$ cat config.mk
export PLATFORM = sky130hd
export DESIGN_NAME = vga_sync_gen_flat
export DESIGN_NICKNAME = d
export VERILOG_FILES = /design/src/rtl/vga_sync_gen_if.sv /design/src/rtl/vga_sync_gen.sv /design/src/flat_wrapper.sv
export SDC_FILE = /design/constraint.sdc
export NUM_CORES = 1
export LEC_CHECK = 0
export ABC_AREA = 1
export CAP_MARGIN = 5
export CORE_MARGIN = 5
export CORE_UTILIZATION = 50
export CTS_CLUSTER_DIAMETER = 80
export DETAILED_ROUTE_END_ITERATION = 16
export PLACE_DENSITY = 0.78
export SYNTH_ARGS = -nofsm -noshare
export SYNTH_HDL_FRONTEND = slang
export SYNTH_SLANG_ARGS = --single-unit
$ cat constraint.sdc
create_clock -name clk -period 1.7 [get_ports clk]
set_input_delay 0.17 -clock clk [delete_from_list [all_inputs] [get_ports clk]]
set_output_delay 0.17 -clock clk [all_outputs]
set_load 0.03 [all_outputs]
$ cat src/rtl/vga_sync_gen_if.sv
// -----------------------------------------------------------------------------
// vga_sync_gen_if
//   Raster timing bundle from the sync generator to the colour stages.
//
//   o_hpos        [9:CONV] horizontal pixel position (hcount, downscaled)
//   o_vpos        [9:CONV] vertical pixel position (vcount, downscaled)
//   o_hsync       horizontal sync, active level set by the generator
//   o_vsync       vertical sync, active level set by the generator
//   o_display_on  high inside the visible area
//   o_line_tick   one-cycle pulse on the last pixel of each line
//   o_frame_tick  one-cycle pulse on the last pixel of each frame
//   o_frame       free-running 8-bit frame counter
//
//   master : the timing generator (drives everything)
//   slave  : a colour / pixel stage (observes everything)
// -----------------------------------------------------------------------------
interface vga_sync_gen_if #(
  parameter int CONV = 0
);
  logic [9:CONV] o_hpos;
  logic [9:CONV] o_vpos;
  logic          o_hsync;
  logic          o_vsync;
  logic          o_display_on;
  logic          o_line_tick;
  logic          o_frame_tick;
  logic [7:0]    o_frame;

  modport master (
    output o_hpos, o_vpos, o_hsync, o_vsync,
           o_display_on, o_line_tick, o_frame_tick, o_frame
  );

  modport slave (
    input  o_hpos, o_vpos, o_hsync, o_vsync,
           o_display_on, o_line_tick, o_frame_tick, o_frame
  );
endinterface

$ cat src/rtl/vga_sync_gen.sv
// -----------------------------------------------------------------------------
// vga_sync_gen
//   Raster timing generator running at the pixel clock. Walks a 10-bit
//   horizontal counter across each line and a 10-bit vertical counter down
//   each frame, and derives sync pulses, display enable, line/frame strobes
//   and an 8-bit frame counter for animation.
//
//   clk   pixel clock
//   rst   synchronous reset, active-high
//   vga   timing bundle (master side), see vga_sync_gen_if
//
//   Positions are bit-slices of the counters: CONV drops low bits to give a
//   coarser grid. The counters themselves never depend on CONV.
// -----------------------------------------------------------------------------
module vga_sync_gen #(
  parameter int CONV      = 0,
  parameter int H_DISPLAY = 640,
  parameter int H_FRONT   = 16,
  parameter int H_SYNC    = 96,
  parameter int H_BACK    = 48,
  parameter int V_DISPLAY = 480,
  parameter int V_FRONT   = 10,
  parameter int V_SYNC    = 2,
  parameter int V_BACK    = 33,
  parameter bit SYNC_POL  = 1'b0
) (
  input  logic           clk,
  input  logic           rst,
  vga_sync_gen_if.master vga
);

  localparam int H_TOTAL = H_DISPLAY + H_FRONT + H_SYNC + H_BACK;
  localparam int V_TOTAL = V_DISPLAY + V_FRONT + V_SYNC + V_BACK;

  // Timing boundaries sized to the counters so every compare is 10-bit.
  localparam logic [9:0] H_LAST     = 10'(H_TOTAL - 1);
  localparam logic [9:0] V_LAST     = 10'(V_TOTAL - 1);
  localparam logic [9:0] H_VIS_END  = 10'(H_DISPLAY);
  localparam logic [9:0] V_VIS_END  = 10'(V_DISPLAY);
  localparam logic [9:0] HS_START   = 10'(H_DISPLAY + H_FRONT);
  localparam logic [9:0] HS_END     = 10'(H_DISPLAY + H_FRONT + H_SYNC);
  localparam logic [9:0] VS_START   = 10'(V_DISPLAY + V_FRONT);
  localparam logic [9:0] VS_END     = 10'(V_DISPLAY + V_FRONT + V_SYNC);

  logic [9:0] hcount, vcount;
  logic [9:0] hcount_nx, vcount_nx;
  logic [7:0] frame;
  logic       hsync_q, vsync_q;
  logic       h_end, v_end;

  always_comb begin
    // NOTE: every variable gets a default first so no path leaves it
    // unassigned, which would otherwise infer a latch.
    h_end     = (hcount == H_LAST);
    v_end     = (vcount == V_LAST);
    hcount_nx = hcount + 10'd1;
    vcount_nx = vcount;
    if (h_end) begin
      hcount_nx = '0;
      vcount_nx = v_end ? '0 : vcount + 10'd1;
    end
  end

  always_ff @(posedge clk) begin
    // NOTE: non-blocking assignments so every register samples the values
    // from before this edge, independent of statement order.
    if (rst) begin
      hcount  <= '0;
      vcount  <= '0;
      frame   <= '0;
      hsync_q <= ~SYNC_POL;
      vsync_q <= ~SYNC_POL;
    end else begin
      hcount <= hcount_nx;
      vcount <= vcount_nx;
      if (h_end && v_end) begin
        frame <= frame + 8'd1;
      end
      // Syncs are decoded from the next-state counters so the registered
      // pulse lines up exactly with the position that produced it.
      hsync_q <= (hcount_nx >= HS_START && hcount_nx < HS_END) ? SYNC_POL : ~SYNC_POL;
      vsync_q <= (vcount_nx >= VS_START && vcount_nx < VS_END) ? SYNC_POL : ~SYNC_POL;
    end
  end

  assign vga.o_hpos       = hcount[9:CONV];
  assign vga.o_vpos       = vcount[9:CONV];
  assign vga.o_hsync      = hsync_q;
  assign vga.o_vsync      = vsync_q;
  assign vga.o_display_on = (hcount < H_VIS_END) && (vcount < V_VIS_END);
  assign vga.o_line_tick  = h_end;
  assign vga.o_frame_tick = h_end && v_end;
  assign vga.o_frame      = frame;

endmodule

$ cat src/flat_wrapper.sv
// flat-port wrapper written by rule: the top's interface ports become plain ports
module vga_sync_gen_flat 
#(
  parameter int CONV      = 0,
  parameter int H_DISPLAY = 640,
  parameter int H_FRONT   = 16,
  parameter int H_SYNC    = 96,
  parameter int H_BACK    = 48,
  parameter int V_DISPLAY = 480,
  parameter int V_FRONT   = 10,
  parameter int V_SYNC    = 2,
  parameter int V_BACK    = 33,
  parameter bit SYNC_POL  = 1'b0
)
  (clk, rst, vga_o_hpos, vga_o_vpos, vga_o_hsync, vga_o_vsync, vga_o_display_on, vga_o_line_tick, vga_o_frame_tick, vga_o_frame);
  vga_sync_gen_if #(.CONV(CONV)) vga_i ();
  input  logic clk;
  input  logic rst;
  output wire logic [$bits(vga_i.o_hpos)-1:0] vga_o_hpos;
  output wire logic [$bits(vga_i.o_vpos)-1:0] vga_o_vpos;
  output wire logic [$bits(vga_i.o_hsync)-1:0] vga_o_hsync;
  output wire logic [$bits(vga_i.o_vsync)-1:0] vga_o_vsync;
  output wire logic [$bits(vga_i.o_display_on)-1:0] vga_o_display_on;
  output wire logic [$bits(vga_i.o_line_tick)-1:0] vga_o_line_tick;
  output wire logic [$bits(vga_i.o_frame_tick)-1:0] vga_o_frame_tick;
  output wire logic [$bits(vga_i.o_frame)-1:0] vga_o_frame;
  assign vga_o_hpos = vga_i.o_hpos;
  assign vga_o_vpos = vga_i.o_vpos;
  assign vga_o_hsync = vga_i.o_hsync;
  assign vga_o_vsync = vga_i.o_vsync;
  assign vga_o_display_on = vga_i.o_display_on;
  assign vga_o_line_tick = vga_i.o_line_tick;
  assign vga_o_frame_tick = vga_i.o_frame_tick;
  assign vga_o_frame = vga_i.o_frame;
  vga_sync_gen #(.CONV(CONV), .H_DISPLAY(H_DISPLAY), .H_FRONT(H_FRONT), .H_SYNC(H_SYNC), .H_BACK(H_BACK), .V_DISPLAY(V_DISPLAY), .V_FRONT(V_FRONT), .V_SYNC(V_SYNC), .V_BACK(V_BACK), .SYNC_POL(SYNC_POL)) u_core (.clk(clk), .rst(rst), .vga(vga_i));
endmodule
==> impl_metrics.ini, run 1 <==
[synthesis]
ys_seq_area_frac = 0.355
postSynthAreaPerCell_um2 = 6.78
syn_inst = 250
synth_cell_types = 33
ys_warn_count = 0
synth_seq_cells = 30
synth_area_mm2 = 0.00169
syn-num-nets = 257

[hold_path]
hold_depth = 1
hp-class = reg2reg

[cts]
cts_inserted_buffers = 5
ctsHoldBuffers = 0
path_clk_slew_ps = 90
root_buffer = clkbuf_4
cts.path.max_buffers = 2
insertion_delay_ps = 330
cts_tree = built
htreeDepth = 2
clkSinkCount = 30

[timing]
worst_slew_pin_slew_ps = 333
rsz0062_at_grt = yes
hold_violations = 0
fin_crit_sh = 1.00
drv_slew = 0
skew_ps = 5.44
layout_min_cycle_time_ps = 1700
final.setup.worst_slack_ps = -2.22
relSlewSlack = 0.777
setup-violations-final = 1
fmax_mhz = 587

[layout]
syn_to_final_growth_pct = 42.1
final_cell_mix = nand2_1 (61), nor2_1 (41), inv_1 (27)
multi_input_area_mm2 = 0.00100
seq_area_um2 = 622
final_common_cell = nand2_1
n_antenna_cell = 0
nFillCells = 292
final_util = 0.727
drive_above_1_share = 0.220
final_nets = 315

[route]
ant_nets = 0
num_vias = 1807
routed_via_density = 5.09
route.detailed.drc = 0
routed_wl_um = 4670
drt_iter0_markers = 112
drtPass1Iterations = 4
wl_per_cell_um = 13.1

[floorplanning]
die_area_mm2 = 0.00465
ios = 35
rows = 21
dieHeight_um = 68.2
die_w_um = 68.2
start_util = 0.512
core_area_mm2 = 0.00331

[setup_path]
slowest_stage = dfxtp_4
cp.arrival_ps = 1530
worst_ep_required_time_ps = 1530
worstSetupStartpointType = flip-flop
path_class = reg2out
worstPathCellList = inv_2 > ha_4 > inv_4 > nor2_4 > nand4_4 > nor2_8 > buf_6
rr_worst_depth = 9
cp_num_buf_inv = 3
end_kind = primary output
cp.depth = 7
r2r_slack_ps = 50
critPathTopFamily = simple AND/OR/NAND/NOR gates
critPathMaxStageDelay_ps = 380
crit_path_max_fanout = 6

[power]
power_density_mw_per_mm2 = 554
leakagePower_uw = 0.00115
ir_worst_vdd_uv = 367

[global_routing]
grt_pass1_vias = 1682
grt_start_max_net_pins = 13
antenna_found_initial = 0
grt_util_all_layers = 0.208
grt.overflow.total = 0
grt_pass1_wl_um = 7310

[placement]
routabilityCongestion = 0.885
dp_hpwl_um = 3110
port_buffers = 34
dp_slack_ps = 12.4

[job]
drv_cap = 0

[outcome]
status = finished with violations
failed_checks = setup timing
[power by group]
part	total [uW]	internal [uW]	switching, uW
Clock	559	304	255
Sequential	714	705	8.42
Combinational	60.6	25.5	35.1
Total	1330	1040	299
[timing repair]
item,in CTS,in global routing
setup buffers,7,7
endpoints found under the hold margin,0,0
pin swaps,4,10
endpoints found under the setup margin,4,14
cloned,0,1
resized for setup,9,20
[cells in the mapped netlist, drive strengths merged]
library cell  number  area share
nand2             64        0.15
nor2              48        0.14
inv               36       0.083
dfxtp             30        0.35
nand3             21       0.072
o21ai             14       0.044
a21oi              8       0.024
ha                 5       0.037
nand4              5       0.022
nor3               4       0.012
buf                2      0.0089
nand3b             2      0.0089
o21bai             2      0.0089
xor2               2       0.010
a2111oi            1      0.0052
a211oi             1      0.0044
clkbuf             1      0.0022
clkinv             1      0.0022
nor3b              1      0.0044
o211ai             1      0.0044
xnor2              1      0.0052
[per-layer routing]
metal,share of wire,routed length (um),up-vias,GRT usage
met4,0.029,136,0,0.0868
li1,-,-,913,-
met3,0.051,240,15,0.0493
met5,0,0,-,0
met1,0.42,1950,827,0.242
met2,0.50,2340,52,0.362
[state kept, by name, indices dropped and copies added, names as in the netlist]
| name | count |
|---|---|
| u_core.vga.o_vpos | 10 |
| u_core.vga.o_hsync | 1 |
| u_core.vga.o_frame | 8 |
| u_core.vga.o_hpos | 10 |
| u_core.vga.o_vsync | 1 |
[cells by family (layout without fill, tap and decap cells)]
family,count (synthesis),in the layout,synth area share
flops,30,30,0.355
xor+xnor,3,3,0.0155
simple gates,145,146,0.407
buf+inv,40,98,0.0960
fa+ha+maj,5,5,0.0369
compound gates,27,27,0.0901
[worst reg2reg max path, cell delays in order (launching register included)]
cell and delay, ps:
dfxtp_4 390, ha_4 150, nand2_4 70, nor2_8 100, buf_4 170, nand3_4 140
nor2_4 210, nand3b_1 120, o21ai_0 160, nor2_1 50
[stage by stage]
step / area (um^2) / hold slack [ps] / cells / TNS [ps] / power (uW)
3_3_place_gp: 2140 / 448 / 332 / -11.4 / 787
3_5_place_dp: 2140 / 457 / 332 / 0 / 789
6_report: 2410 / 511 / 355 / -2.22 / 1330
4_1_cts: 2290 / 517 / 347 / -24.2 / 1340
2_1_floorplan: 1730 / 477 / 250 / 0 / 765
5_1_grt: 2410 / 538 / 355 / -498 / 1380
[area by class of cell]
cell class | count | area share
Tap cell | 46 | 0.0239
Timing Repair Buffer | 53 | 0.206
Multi-Input combinational cell | 181 | 0.417
Inverter | 37 | 0.0619
Clock inverter | 3 | 0.0166
Clock buffer | 5 | 0.0156
Sequential cell | 30 | 0.258
[worst paths after layout]
path | from | to
setup / recovery | u_core.vga.o_vpos[0] | vga_o_frame_tick
hold / removal | u_core.vga.o_vpos[0] | u_core.vga.o_vpos[0]
setup reg to reg | u_core.vga.o_hpos[1] | u_core.vga.o_frame[4]
hold reg to reg | u_core.vga.o_vpos[0] | u_core.vga.o_vpos[0]
Note: power is estimated with default switching activity, not from simulation.
==> run 2, diff against run 1 <==
--- a/config.mk
+++ b/config.mk
@@ -12,6 +12,7 @@
 export CTS_CLUSTER_DIAMETER = 80
 export DETAILED_ROUTE_END_ITERATION = 16
 export PLACE_DENSITY = 0.78
+export SLEW_MARGIN = 20
 export SYNTH_ARGS = -nofsm -noshare
 export SYNTH_HDL_FRONTEND = slang
 export SYNTH_SLANG_ARGS = --single-unit
==> results of run 2 <==
Final layout, timing and power as in run 1 (identical DEF).
